==> config.mk <==
export PLATFORM = sky130hd
export DESIGN_NAME = sos_coef_loader
export DESIGN_NICKNAME = d
export VERILOG_FILES = /design/src/rtl/sos_coef_loader.sv
export SDC_FILE = /design/constraint.sdc
export NUM_CORES = 1
export LEC_CHECK = 0
export ABC_CLOCK_PERIOD_IN_PS = 2700
export CORE_MARGIN = 4
export CORE_UTILIZATION = 45
export CTS_CLUSTER_SIZE = 16
export DETAILED_ROUTE_END_ITERATION = 10
export GPL_TIMING_DRIVEN = 0
export PLACE_DENSITY_LB_ADDON = 0.08
export SLEW_MARGIN = 5
export SYNTH_ARGS = -nofsm -noshare
export SYNTH_HDL_FRONTEND = slang
export SYNTH_SLANG_ARGS = --single-unit
==> constraint.sdc <==
create_clock -name CLK -period 2.7 [get_ports CLK]
set_input_delay 0.405 -clock CLK [delete_from_list [all_inputs] [get_ports CLK]]
set_output_delay 0.405 -clock CLK [all_outputs]
set_load 0.1 [all_outputs]
==> src/rtl/sos_coef_loader.sv <==
// Double-buffered SOS coefficient loader: a frame streams into a shadow bank,
// and the whole frame is copied to the active bank on a filter sample strobe.
module sos_coef_loader #(
   parameter int TAPSIZE = 3,
   parameter int WIS     = 5,
   parameter int WFS     = 11
) (
   input  logic                           CLK,
   input  logic                           nReset,
   input  logic                           CE,
   input  logic                           load_start,
   input  logic                           wr_valid,
   input  logic [WIS+WFS-1:0]             wr_data,
   output logic                           wr_ready,
   output logic [TAPSIZE*(WIS+WFS)-1:0]   coef_b,
   output logic [TAPSIZE*(WIS+WFS)-1:0]   coef_a,
   output logic [WIS+WFS-1:0]             fac_scale,
   output logic                           busy,
   output logic                           coef_update,
   output logic                           err_abort
);

   localparam int W  = WIS + WFS;
   localparam int NW = 2 * TAPSIZE + 1;
   localparam int CW = $clog2(NW);
   localparam logic [CW-1:0] LAST_CNT = CW'(NW - 1);
   localparam logic [W-1:0]  UNITY    = {{(W-1){1'b0}}, 1'b1} << WFS;

   typedef enum logic [1:0] {
      ST_IDLE = 2'd0,
      ST_LOAD = 2'd1,
      ST_PEND = 2'd2
   } state_t;

   state_t          state_q;
   logic [CW-1:0]   cnt_q;
   logic [W-1:0]    shadow_q [NW];
   logic [W-1:0]    active_q [NW];
   logic            wr_ready_q;
   logic            busy_q;
   logic            coef_update_q;
   logic            err_abort_q;
   logic            accept_s;

   // wr_ready_q is high exactly while in LOAD, so it doubles as the accept qualifier
   assign accept_s = wr_valid & wr_ready_q;

   // Loader FSM, shadow writes, atomic shadow-to-active commit and status flags
   always_ff @(posedge CLK or negedge nReset) begin
      if (!nReset) begin
         state_q       <= ST_IDLE;
         cnt_q         <= {CW{1'b0}};
         wr_ready_q    <= 1'b0;
         busy_q        <= 1'b0;
         coef_update_q <= 1'b0;
         err_abort_q   <= 1'b0;
         for (int i = 0; i < NW; i++) begin
            shadow_q[i] <= {W{1'b0}};
            active_q[i] <= {W{1'b0}};
         end
         // Pass-through filter: b0 = a0 = scale = 1.0
         active_q[0]       <= UNITY;
         active_q[TAPSIZE] <= UNITY;
         active_q[NW-1]    <= UNITY;
      end else begin
         coef_update_q <= 1'b0;
         err_abort_q   <= 1'b0;
         case (state_q)
            ST_IDLE: begin
               if (load_start) begin
                  state_q    <= ST_LOAD;
                  cnt_q      <= {CW{1'b0}};
                  wr_ready_q <= 1'b1;
                  busy_q     <= 1'b1;
               end else begin
                  wr_ready_q <= 1'b0;
                  busy_q     <= 1'b0;
               end
            end
            ST_LOAD: begin
               if (load_start) begin
                  cnt_q       <= {CW{1'b0}};
                  err_abort_q <= 1'b1;
               end else if (accept_s) begin
                  shadow_q[cnt_q] <= wr_data;
                  if (cnt_q == LAST_CNT) begin
                     state_q    <= ST_PEND;
                     cnt_q      <= {CW{1'b0}};
                     wr_ready_q <= 1'b0;
                  end else begin
                     cnt_q <= cnt_q + 1'b1;
                  end
               end else begin
                  cnt_q <= cnt_q;
               end
            end
            ST_PEND: begin
               // A restart request wins over a coincident sample strobe
               if (load_start) begin
                  state_q     <= ST_LOAD;
                  cnt_q       <= {CW{1'b0}};
                  wr_ready_q  <= 1'b1;
                  err_abort_q <= 1'b1;
               end else if (CE) begin
                  for (int i = 0; i < NW; i++) begin
                     active_q[i] <= shadow_q[i];
                  end
                  coef_update_q <= 1'b1;
                  state_q       <= ST_IDLE;
                  wr_ready_q    <= 1'b0;
                  busy_q        <= 1'b0;
               end else begin
                  state_q <= ST_PEND;
               end
            end
            default: begin
               state_q    <= ST_IDLE;
               cnt_q      <= {CW{1'b0}};
               wr_ready_q <= 1'b0;
               busy_q     <= 1'b0;
            end
         endcase
      end
   end

   for (genvar k = 0; k < TAPSIZE; k++) begin : g_out
      assign coef_b[k*W +: W] = active_q[k];
      assign coef_a[k*W +: W] = active_q[TAPSIZE+k];
   end
   assign fac_scale   = active_q[NW-1];
   assign wr_ready    = wr_ready_q;
   assign busy        = busy_q;
   assign coef_update = coef_update_q;
   assign err_abort   = err_abort_q;

endmodule

==> summary.md <==
| Metric | Value |
|---|---|
| Worst-margin pin slew | `1.05 ns` |
| Die span in y | `149 um` |
| Rows | `51` |
| Yosys reg bits | `233` |
| Endpoints failing hold | `0` |
| MaxCap Viol Count | `0` |
| Ant. Diodes | `0` |
| Top Ports | `137` |
| Post-Route WL | `19.2 mm` |
| Power per cell area | `840 mW/mm^2` |
| Main combinational cell family by area after synthesis | `multiplexers` |
| DRT Pass-1 Iters | `4` |
| Total GRT Usage | `18.0%` |
| Post-route insts no fill | `992` |
| Relative slew slack | `29.7%` |
| Slowest cell delay on critical path | `1.15 ns` |
| Tcrit/Tclk final | `95.9%` |
| Type of the most critical hold path | `in2async` |
| Critical path cell sequence | `clkdlybuf4s50_1` |
| XOR/XNOR share of the synthesized area | `0%` |
| Sequential area share after synthesis | `65.6%` |
| CP top delay family | `buffers and inverters` |
| Worst hold slack | `0.371 ns` |
| IO Port Bufs | `136` |
| Syn nets | `570` |
| Gp weighted congestion | `0.788` |
| Remaining DRCs | `0` |
| Syn avg cell area | `16.4 um^2` |
| Nets | `736` |
| CTS tree | `built` |
| Global-route wire length before repair | `31.3 mm` |
| Die X | `149 um` |
| DP HPWL | `13.1 mm` |
| Largest fanout on the critical path | `2` |
| Critical Path RT | `2.30 ns` |
| WS Path Type | `reg2out` |
| RSZ-0062 raised after global routing | `true` |
| Gr ovfl total | `0` |
| Initial antenna violation count | `0` |
| ANT nets after route | `0` |
| Post-synthesis adder-cell area fraction | `0.844%` |
| Critical-path cell with the highest stage delay | `clkdlybuf4s50_1` |
| Final Max Tran Viols | `0` |
| Distinct cells, synth | `37` |
| Top cells by count, synth | `dfrtp_1 (230), mux2_2 (224), clkbuf_1 (11)` |
| Switch Pwr | `3.13 mW` |
| Comb power frac | `23.7%` |
| Placed Cells | `946` |
| Clk pwr share | `35.0%` |
| Fmax | `0.386 GHz` |
| R2R depth | `6` |
| Asr flop ratio synth | `100%` |
| Yosys Warn Count | `0` |
| Sw frac | `32.4%` |
| Worst R2R End | `coef_b[44]` |
| Worst-skew pair later-pin latency | `0.51 ns` |
| Setup slack at placement | `-0.283 ns` |
| Lkg Pwr | `5.66 nW` |
| Share of layout cells above drive strength 1 | `39.6%` |
| Vias in the first global route | `5542` |
| Via count | `5035` |
| Simple-gate share of the synthesized area | `2.19%` |
| Clock sinks | `233` |
| Outcome | `finished clean` |
| CTS Buf Count | `25` |
| Largest net degree at the start of global routing | `116` |
| Worst Path Buf+Inv | `1` |
| Cell Int Power | `6.52 mW` |
| Setup-failing EPs final | `0` |
| Post-Route Skew | `0.0113 ns` |
| CORE AREA | `0.0195 mm^2` |
| RR Startpoint | `state_q[0]` |
| Sequential Power Share | `41.4%` |
| Top-count cell post-synth | `dfrtp_1` |
| Post-synth top area share | `64.7%` |
| H-tree level count | `1` |
| Die area | `0.0221 mm^2` |
| Post-synthesis mux area share | `28.5%` |
| WP data arrival | `2.18 ns` |
| Initial Util | `45.7%` |
| Synth area leader | `dfrtp_1` |
| Synth Area in Compound Gates | `1.22%` |
| Worst setup margin | `0.111 ns` |
| Reg-to-reg slack, setup | `0.14 ns` |
| Initial DRC count | `191` |
| Clk slew on worst S/H paths | `0.06 ns` |
| Post-Syn Area | `0.00890 mm^2` |
| CTS Buffer Depth | `3` |
| Peak VDD IR | `0.466 mV` |
| Via density | `5.08` |
| CP Launch Type | `register` |
| Minimum clock period | `2.59 ns` |
| Setup Total Neg Slack | `0 ns` |
| Leading post-synthesis cells by cell area | `dfrtp_1 (65%), mux2_2 (28%), dfstp_2 (0.89%)` |
| Post-synth EDFFs | `0` |
| Ys flop type | `dfrtp_1` |
| CTS root buf | `clkbuf_16` |
| Crit. End Element | `output port` |
| Routed len/inst | `19.4 um` |
| Area Growth Syn to Fin | `29.1%` |
| Gate Count Post-Synth | `543` |
| Total power | `9.65 mW` |
[registers in the layout, summed over array words and instances, names as in the netlist]
signal       count
busy             1
cnt_q            3
coef_a          48
coef_b          48
coef_update      1
err_abort        1
fac_scale       16
shadow_q       112
state_q          2
wr_ready         1
[worst max-delay path by stage]
stage,cells after the start,start,end
floorplan,6,wr_ready,shadow_q[36]
global placement,1,nReset,coef_a[28]
detailed placement,6,load_start,coef_b[34]
CTS,6,state_q[0],coef_a[27]
global route,6,state_q[0],coef_b[44]
finish,1,coef_b[11],coef_b[11]
[worst register-to-register path: cells and delay by family (launching register included)]
| kind | cells | cell delay, ns |
|---|---|---|
| buffers and inverters | 3 | 1.10 |
| DFF | 1 | 0.42 |
| muxes | 1 | 0.40 |
| and+or+nand+nor | 1 | 0.29 |
| adders and majority gates | 1 | 0.23 |
[cells by family (layout without fill, tap and decap cells)]
| kind of cell | Yosys count | count (layout) |
|---|---|---|
| DFF | 233 | 233 |
| muxes | 225 | 225 |
| and+or+nand+nor | 33 | 33 |
| buffers and inverters | 30 | 214 |
| AOI/OAI and AO/OA | 16 | 16 |
| adders and majority gates | 6 | 6 |
[per-stage QoR]
step,util [%],area [um^2]
global placement,54.4,10600
global route,59.0,11500
floorplan,-,8900
CTS,59.0,11500
finish,59.0,11500
detailed placement,54.7,10700
[metal layers]
metal | vias up | track usage (%) | routed length (um)
met2 | 128 | 29.1 | 9120
met3 | 32 | 4.20 | 1080
met5 | - | 0 | 0
met1 | 2616 | 24.6 | 8560
li1 | 2259 | - | -
met4 | 0 | 4.76 | 428
[power groups by stage]
stage | combinational, mW | clock (mW) | sequential (mW)
global route | 2.40 | 3.62 | 4.03
global placement | 2.25 | 0 | 4.04
finish | 2.28 | 3.37 | 3.99
floorplan | 0.589 | 0 | 5.12
detailed placement | 2.30 | 0 | 4.06
CTS | 2.30 | 3.45 | 3.99
[final cells by class]
cell class	count	area (um^2)
clock inverter	8	97.6
multi-input combinational	280	2910
fill	1522	7980
buffer	25	141
timing repair buffer	139	1430
inverter	5	18.8
sequential	233	5830
tap	265	332
clock buffer	37	721
[what timing repair did]
| action | 4_1_cts | 5_1_grt |
|---|---|---|
| resized for setup | 1 | 10 |
| setup buffers | 0 | 0 |
| endpoints found under the setup margin | 10 | 47 |
| hold buffers | 1 | 0 |
| hold endpoints to repair | 39 | 0 |
[cell usage in the layout, fill, tap and decap left out, types with 3 or more instances in the layout]
master           Yosys  final
buf_1                4      4
clkinv_2             0      4
dfstp_2              3      3
clkbuf_2             0      6
clkbuf_16            0     25
nor2b_1              4      4
nand2_1             10     10
nand4b_1             3      3
buf_2                5      5
inv_1                5      5
mux2_2             224    224
clkbuf_1            11     12
clkdlybuf4s50_1      0    135
clkbuf_8             0      5
buf_6                4      4
ha_1                 6      6
dfrtp_1            230    230
nor2_1               3      3
o21ai_0              4      4
(Power assumes the default switching activity.)
